File: src/rtl/cxd2545_subq_shifter.sv
// -----------------------------------------------------------------------------
// cxd2545_subq_shifter
//
// Serial SUBQ output stage of the CXD2545 emulator. The soft CPU delivers one
// 80-bit Q-channel frame per subcode block. The frame is buffered in a hold
// register and then moved into a shift register. At that point SCOR is raised
// and the frame is clocked out on SQSO, LSB first, one bit per SQCK rising
// edge coming from the mechacon.
//
// Ports
//   sys_clk      in   1   system clock, all logic on its rising edge
//   reset_n      in   1   asynchronous active-low reset
//   frame_valid  in   1   producer offers a frame on frame_data
//   frame_ready  out  1   hold register empty (registered)
//   frame_data   in  80   Q frame, byte 0 (CTRL/ADR) in bits [7:0]
//   sqck         in   1   SQCK, already synchronised to sys_clk
//   scor         out  1   subcode-sync flag
//   sqso         out  1   serial Q data
//   busy         out  1   a frame is armed or being shifted
//   drop_cnt     out  8   frames replaced before being read (saturating)
//   abort_cnt    out  8   reads abandoned on SQCK timeout (saturating)
// -----------------------------------------------------------------------------
module cxd2545_subq_shifter #(
    parameter int SCOR_CYCLES  = 6800,
    parameter int IDLE_TIMEOUT = 50000
) (
    input  logic        sys_clk,
    input  logic        reset_n,
    input  logic        frame_valid,
    output logic        frame_ready,
    input  logic [79:0] frame_data,
    input  logic        sqck,
    output logic        scor,
    output logic        sqso,
    output logic        busy,
    output logic [7:0]  drop_cnt,
    output logic [7:0]  abort_cnt
);

    localparam int SCW = $clog2(SCOR_CYCLES + 1);
    localparam int IDW = $clog2(IDLE_TIMEOUT + 1);

    localparam logic [SCW-1:0] SCOR_LOAD  = SCW'(SCOR_CYCLES);
    localparam logic [SCW-1:0] SCOR_ONE   = SCW'(1);
    localparam logic [IDW-1:0] IDLE_LIMIT = IDW'(IDLE_TIMEOUT);
    localparam logic [6:0]     LAST_BIT   = 7'd79;

    typedef enum logic [1:0] {
        S_IDLE  = 2'd0,
        S_ARMED = 2'd1,
        S_SHIFT = 2'd2,
        S_DONE  = 2'd3
    } state_t;

    state_t          r_state;
    state_t          w_state_nxt;

    logic [79:0]     r_hold;
    logic [79:0]     r_shift;
    logic            r_hold_full;
    logic            r_frame_ready;
    logic            r_sqck_d;
    logic            r_scor;
    logic            r_sqso;
    logic            r_busy;
    logic [6:0]      r_bitcnt;
    logic [SCW-1:0]  r_scor_cnt;
    logic [IDW-1:0]  r_idle_cnt;
    logic [7:0]      r_drop_cnt;
    logic [7:0]      r_abort_cnt;

    logic            w_accept;
    logic            w_rise;
    logic            w_transfer;
    logic            w_shift_rise;
    logic            w_last_bit;
    logic            w_timeout;
    logic [IDW-1:0]  w_idle_inc;

    // frame_ready comes straight from a register, so there is no
    // combinational path from frame_valid back to the producer.
    assign w_accept   = frame_valid & r_frame_ready;
    assign w_rise     = sqck & ~r_sqck_d;
    assign w_idle_inc = r_idle_cnt + 1'b1;

    assign frame_ready = r_frame_ready;
    assign scor        = r_scor;
    assign sqso        = r_sqso;
    assign busy        = r_busy;
    assign drop_cnt    = r_drop_cnt;
    assign abort_cnt   = r_abort_cnt;

    always_ff @(posedge sys_clk or negedge reset_n) begin
        if (!reset_n) begin
            r_state <= S_IDLE;
        end else begin
            r_state <= w_state_nxt;
        end
    end

    // Priority: transfer > rise > timeout. A rise that coincides with a
    // transfer is dropped, and a rise in the timeout cycle keeps the read alive.
    always_comb begin
        w_state_nxt  = r_state;
        w_transfer   = 1'b0;
        w_shift_rise = 1'b0;
        w_last_bit   = 1'b0;
        w_timeout    = 1'b0;
        if (r_hold_full && (r_state != S_SHIFT)) begin
            w_transfer  = 1'b1;
            w_state_nxt = S_ARMED;
        end else if (w_rise && ((r_state == S_ARMED) || (r_state == S_SHIFT))) begin
            w_shift_rise = 1'b1;
            w_last_bit   = (r_bitcnt == LAST_BIT);
            w_state_nxt  = w_last_bit ? S_DONE : S_SHIFT;
        end else if ((r_state == S_SHIFT) && (w_idle_inc == IDLE_LIMIT)) begin
            w_timeout   = 1'b1;
            w_state_nxt = S_IDLE;
        end
    end

    always_ff @(posedge sys_clk or negedge reset_n) begin
        if (!reset_n) begin
            r_hold_full   <= 1'b0;
            r_frame_ready <= 1'b1;
            r_sqck_d      <= 1'b0;
            r_scor        <= 1'b0;
            r_scor_cnt    <= '0;
            r_sqso        <= 1'b0;
            r_busy        <= 1'b0;
            r_bitcnt      <= '0;
            r_idle_cnt    <= '0;
            r_drop_cnt    <= '0;
            r_abort_cnt   <= '0;
        end else begin
            r_sqck_d <= sqck;
            r_busy   <= (w_state_nxt == S_ARMED) || (w_state_nxt == S_SHIFT);

            // Accept and transfer are mutually exclusive: accept needs the
            // hold register empty, transfer needs it full.
            if (w_accept) begin
                r_hold_full   <= 1'b1;
                r_frame_ready <= 1'b0;
            end else if (w_transfer) begin
                r_hold_full   <= 1'b0;
                r_frame_ready <= 1'b1;
            end

            // SCOR is only ever high while ARMED, so any accepted rise ends it.
            if (w_transfer) begin
                r_scor     <= 1'b1;
                r_scor_cnt <= SCOR_LOAD;
            end else if (w_shift_rise) begin
                r_scor     <= 1'b0;
                r_scor_cnt <= '0;
            end else if (r_scor) begin
                if (r_scor_cnt > SCOR_ONE) begin
                    r_scor_cnt <= r_scor_cnt - 1'b1;
                end else begin
                    r_scor     <= 1'b0;
                    r_scor_cnt <= '0;
                end
            end

            if (w_transfer) begin
                r_sqso     <= r_hold[0];
                r_bitcnt   <= '0;
                r_idle_cnt <= '0;
            end else if (w_shift_rise) begin
                r_sqso     <= w_last_bit ? 1'b0 : r_shift[1];
                r_bitcnt   <= r_bitcnt + 1'b1;
                r_idle_cnt <= '0;
            end else if (w_timeout) begin
                r_sqso     <= 1'b0;
                r_idle_cnt <= '0;
            end else if (r_state == S_SHIFT) begin
                r_idle_cnt <= w_idle_inc;
            end

            // Replacing an armed frame means the mechacon never read it.
            if (w_transfer && (r_state == S_ARMED) && (r_drop_cnt != 8'hFF)) begin
                r_drop_cnt <= r_drop_cnt + 1'b1;
            end

            if (w_timeout && (r_abort_cnt != 8'hFF)) begin
                r_abort_cnt <= r_abort_cnt + 1'b1;
            end
        end
    end

    // Frame payload registers carry no reset; hold_full and the state
    // machine qualify their contents.
    always_ff @(posedge sys_clk) begin
        if (w_accept) begin
            r_hold <= frame_data;
        end
        if (w_transfer) begin
            r_shift <= r_hold;
        end else if (w_shift_rise) begin
            r_shift <= {1'b0, r_shift[79:1]};
        end
    end

endmodule

File: config.mk
export PLATFORM = sky130hd
export DESIGN_NAME = cxd2545_subq_shifter
export DESIGN_NICKNAME = d
export VERILOG_FILES = /design/src/rtl/cxd2545_subq_shifter.sv
export SDC_FILE = /design/constraint.sdc
export NUM_CORES = 1
export LEC_CHECK = 0
export ABC_AREA = 1
export ABC_CLOCK_PERIOD_IN_PS = 10800
export CAP_MARGIN = 20
export CELL_PAD_IN_SITES_DETAIL_PLACEMENT = 0
export CELL_PAD_IN_SITES_GLOBAL_PLACEMENT = 1
export CORE_MARGIN = 2
export CORE_UTILIZATION = 40
export DETAILED_ROUTE_END_ITERATION = 7
export GPL_ROUTABILITY_DRIVEN = 0
export GPL_TIMING_DRIVEN = 0
export PLACE_DENSITY_LB_ADDON = 0.1
export REMOVE_ABC_BUFFERS = 1
export SKIP_CTS_REPAIR_TIMING = 1
export SYNTH_ARGS = -nofsm -noshare
export SYNTH_HDL_FRONTEND = slang
export SYNTH_SLANG_ARGS = --single-unit
File: constraint.sdc
create_clock -name sys_clk -period 10.8 [get_ports sys_clk]
set_input_delay 2.16 -clock sys_clk [delete_from_list [all_inputs] [get_ports sys_clk]]
set_output_delay 2.16 -clock sys_clk [all_outputs]
set_load 0.005 [all_outputs]
# --- Word-level counts from Yosys, hierarchy flattened ---
# Cells that the tools add are included.
classes:
  bitwise_logic: 3
  n_addsub: 5
  order_cmp: 1
  n_mux: 36
  reduce_logical: 13
  eq_ne: 9
op_table:
  columns: ["op", "count"]
  rows:
  - ["two-way mux 80 bit", 2]
  - ["two-way mux 16 bit", 4]
  - ["two-way mux 13 bit", 4]
  - ["two-way mux 1 bit", 21]
  - ["adder 16 x 1 -> 16 bit (second input constant)", 1]
  - ["adder 8 x 1 -> 8 bit (second input constant)", 2]
  - ["equality test 16 bit (second input constant)", 1]
  - ["!= test 8 bit (second input constant)", 2]
  - ["two-way mux 7 bit", 2]
  - ["> comparator 13 x 1 -> 1 bit (second input constant)", 1]
  - ["subtractor 13 x 1 -> 13 bit (second input constant)", 1]
  - ["adder 7 x 1 -> 7 bit (second input constant)", 1]
  - ["equality test 7 bit (second input constant)", 1]
  - ["logical AND 1 bit", 6]
  - ["two-way mux 2 bit", 3]
  - ["nonzero test 3 bit", 2]
  - ["equality test 2 x 1 -> 1 bit (second input constant)", 2]
  - ["equality test 2 bit (second input constant)", 2]
  - ["nonzero test 2 bit", 2]
  - ["nonzero test 4 bit", 1]
  - ["AND 1 bit", 2]
  - ["logical OR 1 bit", 2]
  - ["!= test 2 bit (second input constant)", 1]
  - ["inverter 1 bit", 1]
totals:
  ff_bits: 220
  output_inout_bits: 20
  word_cells: 81
  inputBits: 84

# --- Logic depth before layout (Yosys ltp) ---
# Gate-level depths: netlist of the first run.
logic_depth:
  word_depth: 9
  ltp_mapped: 15
  mapped_depth_nobuf: 15

# --- Worst setup path after synthesis of the first run ---
# No wires, ideal clock.
synth_timing:
  kind: "input to register"
  from: "input sqck"
  to: "register r_scor_cnt[5]"
  stages: 9
  t_arrival_ns: 5.137
  t_required_ns: 10.673
  slack_ns: 5.536
  path_buffers: 0
  path_cell_list: "inv_1 > nor2_1 > nand2_1 > nand2_1 > nor2_1 > inv_2 > nand2_1 > xor2_1 > a21oi_1"
synth_between:
  elab_chain_cells: 6
  elab_cells_between_ends: 7
synth_rtl:
  columns: ["element", "line", "rtl"]
  rows:
  - ["from (decl)", "32", "input logic sqck,"]
  - ["AND 1 bit *", "83", "assign w_rise = sqck & ~r_sqck_d;"]
  - ["logical AND 1 bit *", "112", "end else if (w_rise && ((r_state == S_ARMED) || (r_state == S_SHIFT))) begin"]
  - ["two-way mux 1 bit *", "112", null]
  - ["two-way mux 1 bit *", "109", "if (r_hold_full && (r_state != S_SHIFT)) begin"]
  - ["two-way mux 13 bit", "153", "end else if (w_shift_rise) begin"]
  - ["two-way mux 13 bit", "150", "if (w_transfer) begin"]
  - ["to (signal assigned)", "158", "r_scor_cnt <= r_scor_cnt - 1'b1;"]
  - ["to (decl)", "67", "logic [SCW-1:0] r_scor_cnt;"]
# Every way passes the cells marked *; elsewhere a longest branch is shown, timed or not.
# A chain may end at the register's enable or synchronous reset.

# --- Final worst setup path of the first run ---
layout_timing:
  from: "input sqck"
  to: "register r_idle_cnt[12]"
layout_between:
  elab_chain_cells: 7
  elab_cells_between_ends: 10
layout_rtl:
  columns: ["element", "line", "rtl"]
  rows:
  - ["AND 1 bit *", "83", null]
  - ["logical AND 1 bit *", "112", null]
  - ["two-way mux 1 bit", "112", null]
  - ["two-way mux 1 bit", "109", null]
  - ["two-way mux 16 bit", "173", "end else if (w_timeout) begin"]
  - ["two-way mux 16 bit", "169", "end else if (w_shift_rise) begin"]
  - ["two-way mux 16 bit", "165", "if (w_transfer) begin"]
  - ["to (signal assigned)", "177", "r_idle_cnt <= w_idle_inc;"]
  - ["to (decl)", "68", "logic [IDW-1:0] r_idle_cnt;"]
# Marks and branches as above.

==> summary.txt, run 1 <==
Status
  – Status: completed

GRT
  – GR Util met1: 21.04%
  – Initial antenna violation count: 0
  – M2 GR Usage: 23.49%
  – Total gr overflow: 0
  – Total track usage: 14.87%
  – Vias in the first global route: 5,868
  – First-pass GRT wire length: 29.28 mm
  – Most used routing layer: met2
  – Largest net degree at the start of global routing: 68
  – Met3 Track Usage GR: 2.991%

STA
  – Setup TNS: 0 ns
  – Max Slew Vio Count: 0
  – Rel. slew slack: 42.21%
  – Final WS setup: 6.365 ns
  – Final period util: 41.07%
  – Worst-Margin Slew: 0.8648 ns
  – Maximum clock frequency: 0.2255 GHz
  – RSZ-0062 raised after global routing: false
  – Final hold vios: 0
  – Final setup fails: 0
  – Min cycle time layout: 4.435 ns
  – Skew final: 0.01065 ns

Worst setup path
  – RR Endpoint: r_idle_cnt[7]$_DFFE_PN0P_
  – Req. time, crit path: 11.15 ns
  – CP Capture Type: flip-flop
  – CP startpoint: sqck
  – Register-to-Register Setup Slack: 7.22 ns
  – Crit Path Class: input port to flip-flop
  – Worst-case reg-to-reg path depth: 10
  – Crit-path max FO: 26
  – Worst R2R Start: r_state[0]$_DFF_PN0_
  – Arrival @ worst endpoint: 4.79 ns
  – Critical Path End: r_idle_cnt[12]$_DFFE_PN0P_
  – Startpoint class of the critical path: input port

Routing
  – Detailed Route WL: 17.80 mm
  – DR vias: 6,017
  – Initial DRC Count: 316
  – Drt wl/cell: 14.00 um
  – Number of vias per cell: 4.730
  – 1st-pass router iterations: 4
  – Final ANT Viol Nets: 0
  – DRC viols: 0

Synth
  – Compound-Gate Fraction of Synth Area: 3.511%
  – Mapped Area: 9300 um^2
  – Synthesized-area fraction occupied by adder cells: 1.211%
  – XOR/XNOR Fraction of Synth Area: 1.413%
  – #FFs+latches synth: 219
  – Syn. warnings: 0
  – Dominant synthesized flop cell: edfxtp_1
  – EDFF count, synth: 159
  – Number of library cell types mapped by synthesis: 39
  – Simple-Gate Fraction of Synth Area: 22.82%
  – Post-synthesis mux area share: 0.1211%
  – Fraction of registers with async set/reset: 27.40%
  – Main combinational cell family by area after synthesis: simple AND/OR/NAND/NOR gates
  – Cells after synthesis: 858
  – Sequential area share after synthesis: 67.50%
  – Syn Area/Cell: 10.84 um^2

Place
  – Placed Cells: 1,229
  – I/O Buffers: 103
  – DP Worst Slack: 5.809 ns
  – Post-DP HPWL: 11.16 mm

Cells and area
  – Share of cells above drive strength 1: 9.422%
  – Nets: 1,064
  – Multi-input gate area in the final layout: 2719 um^2
  – Fillers: 2,146
  – Number of inserted diodes: 0
  – FF/Latch Area: 6277 um^2
  – Area delta synth->final: 24.01%
  – Post-route insts no fill: 1,272

Clocking
  – Sink Count: 219
  – H-tree depth: 1
  – Clock Tree Buf Depth: 3
  – CTS tree: yes
  – Root Driver: clkbuf_16
  – Reg clk slew, reported paths: 0.06 ns
  – Clk Latency, worst-skew pair: 0.51 ns
  – Num CTS Buffers: 25

Die
  – Die Y: 156.5 um
  – Std-Cell Rows: 55
  – Initial core utilization: 40.95%
  – I/O pins: 104
  – Horiz. Die Dim: 156.5 um
  – CORE AREA: 22,710 um^2
  – Die area: 24,490 um^2

Min path
  – Hold/Removal Path Class: flip-flop to flip-flop
  – Cell count of the worst hold path: 1

Pwr
  – Total power: 2.904 mW
  – VDD IR max: 0.0001330 V
  – Power per cell area: 251.8 nW/um^2
  – Leakage power: 4.784 nW

Run
  – Maxcap violations: 0
==> cell usage in the layout (no fill, tap or decap), types with 4 or more instances in the layout <==
cell type,netlist,routed
o21ai_0,20,20
clkinv_2,0,6
xor2_1,10,10
clkinv_1,0,7
nor3_1,6,6
ha_1,9,9
nand2_2,17,17
edfxtp_1,159,159
clkbuf_16,0,25
inv_1,60,59
nor2_2,4,4
o22ai_1,11,11
dfrtp_1,59,59
nand3_1,39,39
xnor2_1,5,5
nor2_4,5,6
nand2_1,323,322
a21oi_1,13,13
nor2_1,49,48
buf_16,0,4
nand2_4,3,4
nand4_1,13,13
clkdlybuf4s50_1,0,102
==> routing by layer <==
layer | wire [um] | vias to the layer above
li1 | - | 3086
met3 | 830 | 20
met1 | 8813 | 2800
met2 | 7872 | 111
met5 | 0 | -
met4 | 286 | 0
==> registers in the layout, summed over array words and instances (netlist names), 2 cells and up <==
| signal | cells |
|---|---|
| r_shift | 79 |
| r_scor_cnt | 13 |
| abort_cnt | 8 |
| r_state | 2 |
| drop_cnt | 8 |
| r_hold | 80 |
| r_bitcnt | 7 |
| r_idle_cnt | 16 |
==> worst min path at each step <==
stage,from,to,slack [ns]
floorplan,r_bitcnt[6]$_DFFE_PN0P_,r_bitcnt[6]$_DFFE_PN0P_,0.42
global placement,r_bitcnt[6]$_DFFE_PN0P_,r_bitcnt[6]$_DFFE_PN0P_,0.44
detailed placement,r_bitcnt[6]$_DFFE_PN0P_,r_bitcnt[6]$_DFFE_PN0P_,0.44
CTS,r_bitcnt[6]$_DFFE_PN0P_,r_bitcnt[6]$_DFFE_PN0P_,0.45
global route,r_bitcnt[6]$_DFFE_PN0P_,r_bitcnt[6]$_DFFE_PN0P_,0.46
finish,r_bitcnt[6]$_DFFE_PN0P_,r_bitcnt[6]$_DFFE_PN0P_,0.44
==> through the flow <==
| stage | area [um^2] | util, % | hold WS, ns |
|---|---|---|---|
| 2_1_floorplan | 9214 | - | 0.4233 |
| 3_3_place_gp | 10600 | 46.68 | 0.4415 |
| 3_5_place_dp | 10750 | 47.33 | 0.4448 |
| 4_1_cts | 11530 | 50.79 | 0.4523 |
| 5_1_grt | 11530 | 50.79 | 0.4641 |
| 6_report | 11530 | 50.79 | 0.4447 |
==> worst max-delay path, stage by stage <==
cell and delay (ns):
clkdlybuf4s50_1 0.42, inv_1 0.06, nor2_1 0.03, nand2_1 0.31, nand2_4 0.31, inv_1 0.46, nand2_1 0.64, nand3_1 0.26
o21ai_0 0.11
==> area by class of cell <==
cell class,instances,area share [%]
Clock inverter,17,1.345
Inverter,62,2.061
Tap cell,285,3.092
Timing Repair Buffer,108,10.05
Sequential cell,219,54.43
Multi-Input combinational cell,555,23.57
Clock buffer,26,5.457
==> cells by family after synthesis <==
kind of cell    Yosys count
compound gates           55
xor+xnor                 15
fa+ha+maj                 9
buf+inv                  84
flops                   219
mux                       1
simple gates            475
==> power by group <==
part	switching (mW)	internal [mW]
Clock	0.328	0.490
Sequential	0.0956	1.27
Combinational	0.469	0.253
==> Yosys cell counts, types with 2 or more instances <==
cell | number | area share [%]
xnor2_1 | 5 | 0.47
o22ai_1 | 11 | 0.74
nor3_1 | 6 | 0.32
xor2_1 | 10 | 0.94
clkbuf_1 | 19 | 0.77
nand2_2 | 17 | 1.1
nand3_2 | 3 | 0.32
nor2_8 | 3 | 0.65
nand4_1 | 13 | 0.87
nor2_4 | 5 | 0.61
o21ai_1 | 3 | 0.16
nand2_1 | 323 | 13
a21oi_1 | 13 | 0.70
edfxtp_1 | 159 | 51
a21oi_2 | 2 | 0.19
dfrtp_1 | 59 | 16
or2_2 | 3 | 0.20
buf_2 | 3 | 0.16
nor2_2 | 4 | 0.27
inv_2 | 2 | 0.081
ha_1 | 9 | 1.2
nand3_1 | 39 | 2.1
nand3_4 | 2 | 0.38
inv_1 | 60 | 2.4
o21ai_0 | 20 | 1.1
nor2_1 | 49 | 2.0
nor4_1 | 2 | 0.13
nand2_4 | 3 | 0.36
Note: power is estimated with default switching activity, not from simulation.
==> run 2: changes to the inputs <==
ABC_CLOCK_PERIOD_IN_PS = 4400   (was 10800)
clock period = 4.4 ns   (was 10.8 ns; I/O delays follow)
==> results of run 2 <==
The final DEF is identical to that of run 1. Status: completed.
Main changes from that run: setup slack after placement 5.809 ns -> 0.6888 ns; setup slack after layout 6.365 ns -> 0.8168 ns; start point of the critical path sqck -> r_state[0]$_DFF_PN0_; end point of the critical path r_idle_cnt[12]$_DFFE_PN0P_ -> r_idle_cnt[7]$_DFFE_PN0P_; register-to-register setup slack 7.22 ns -> 0.82 ns; total power 2.904 mW -> 7.128 mW; worst IR drop on VDD 0.0001330 V -> 0.0003265 V
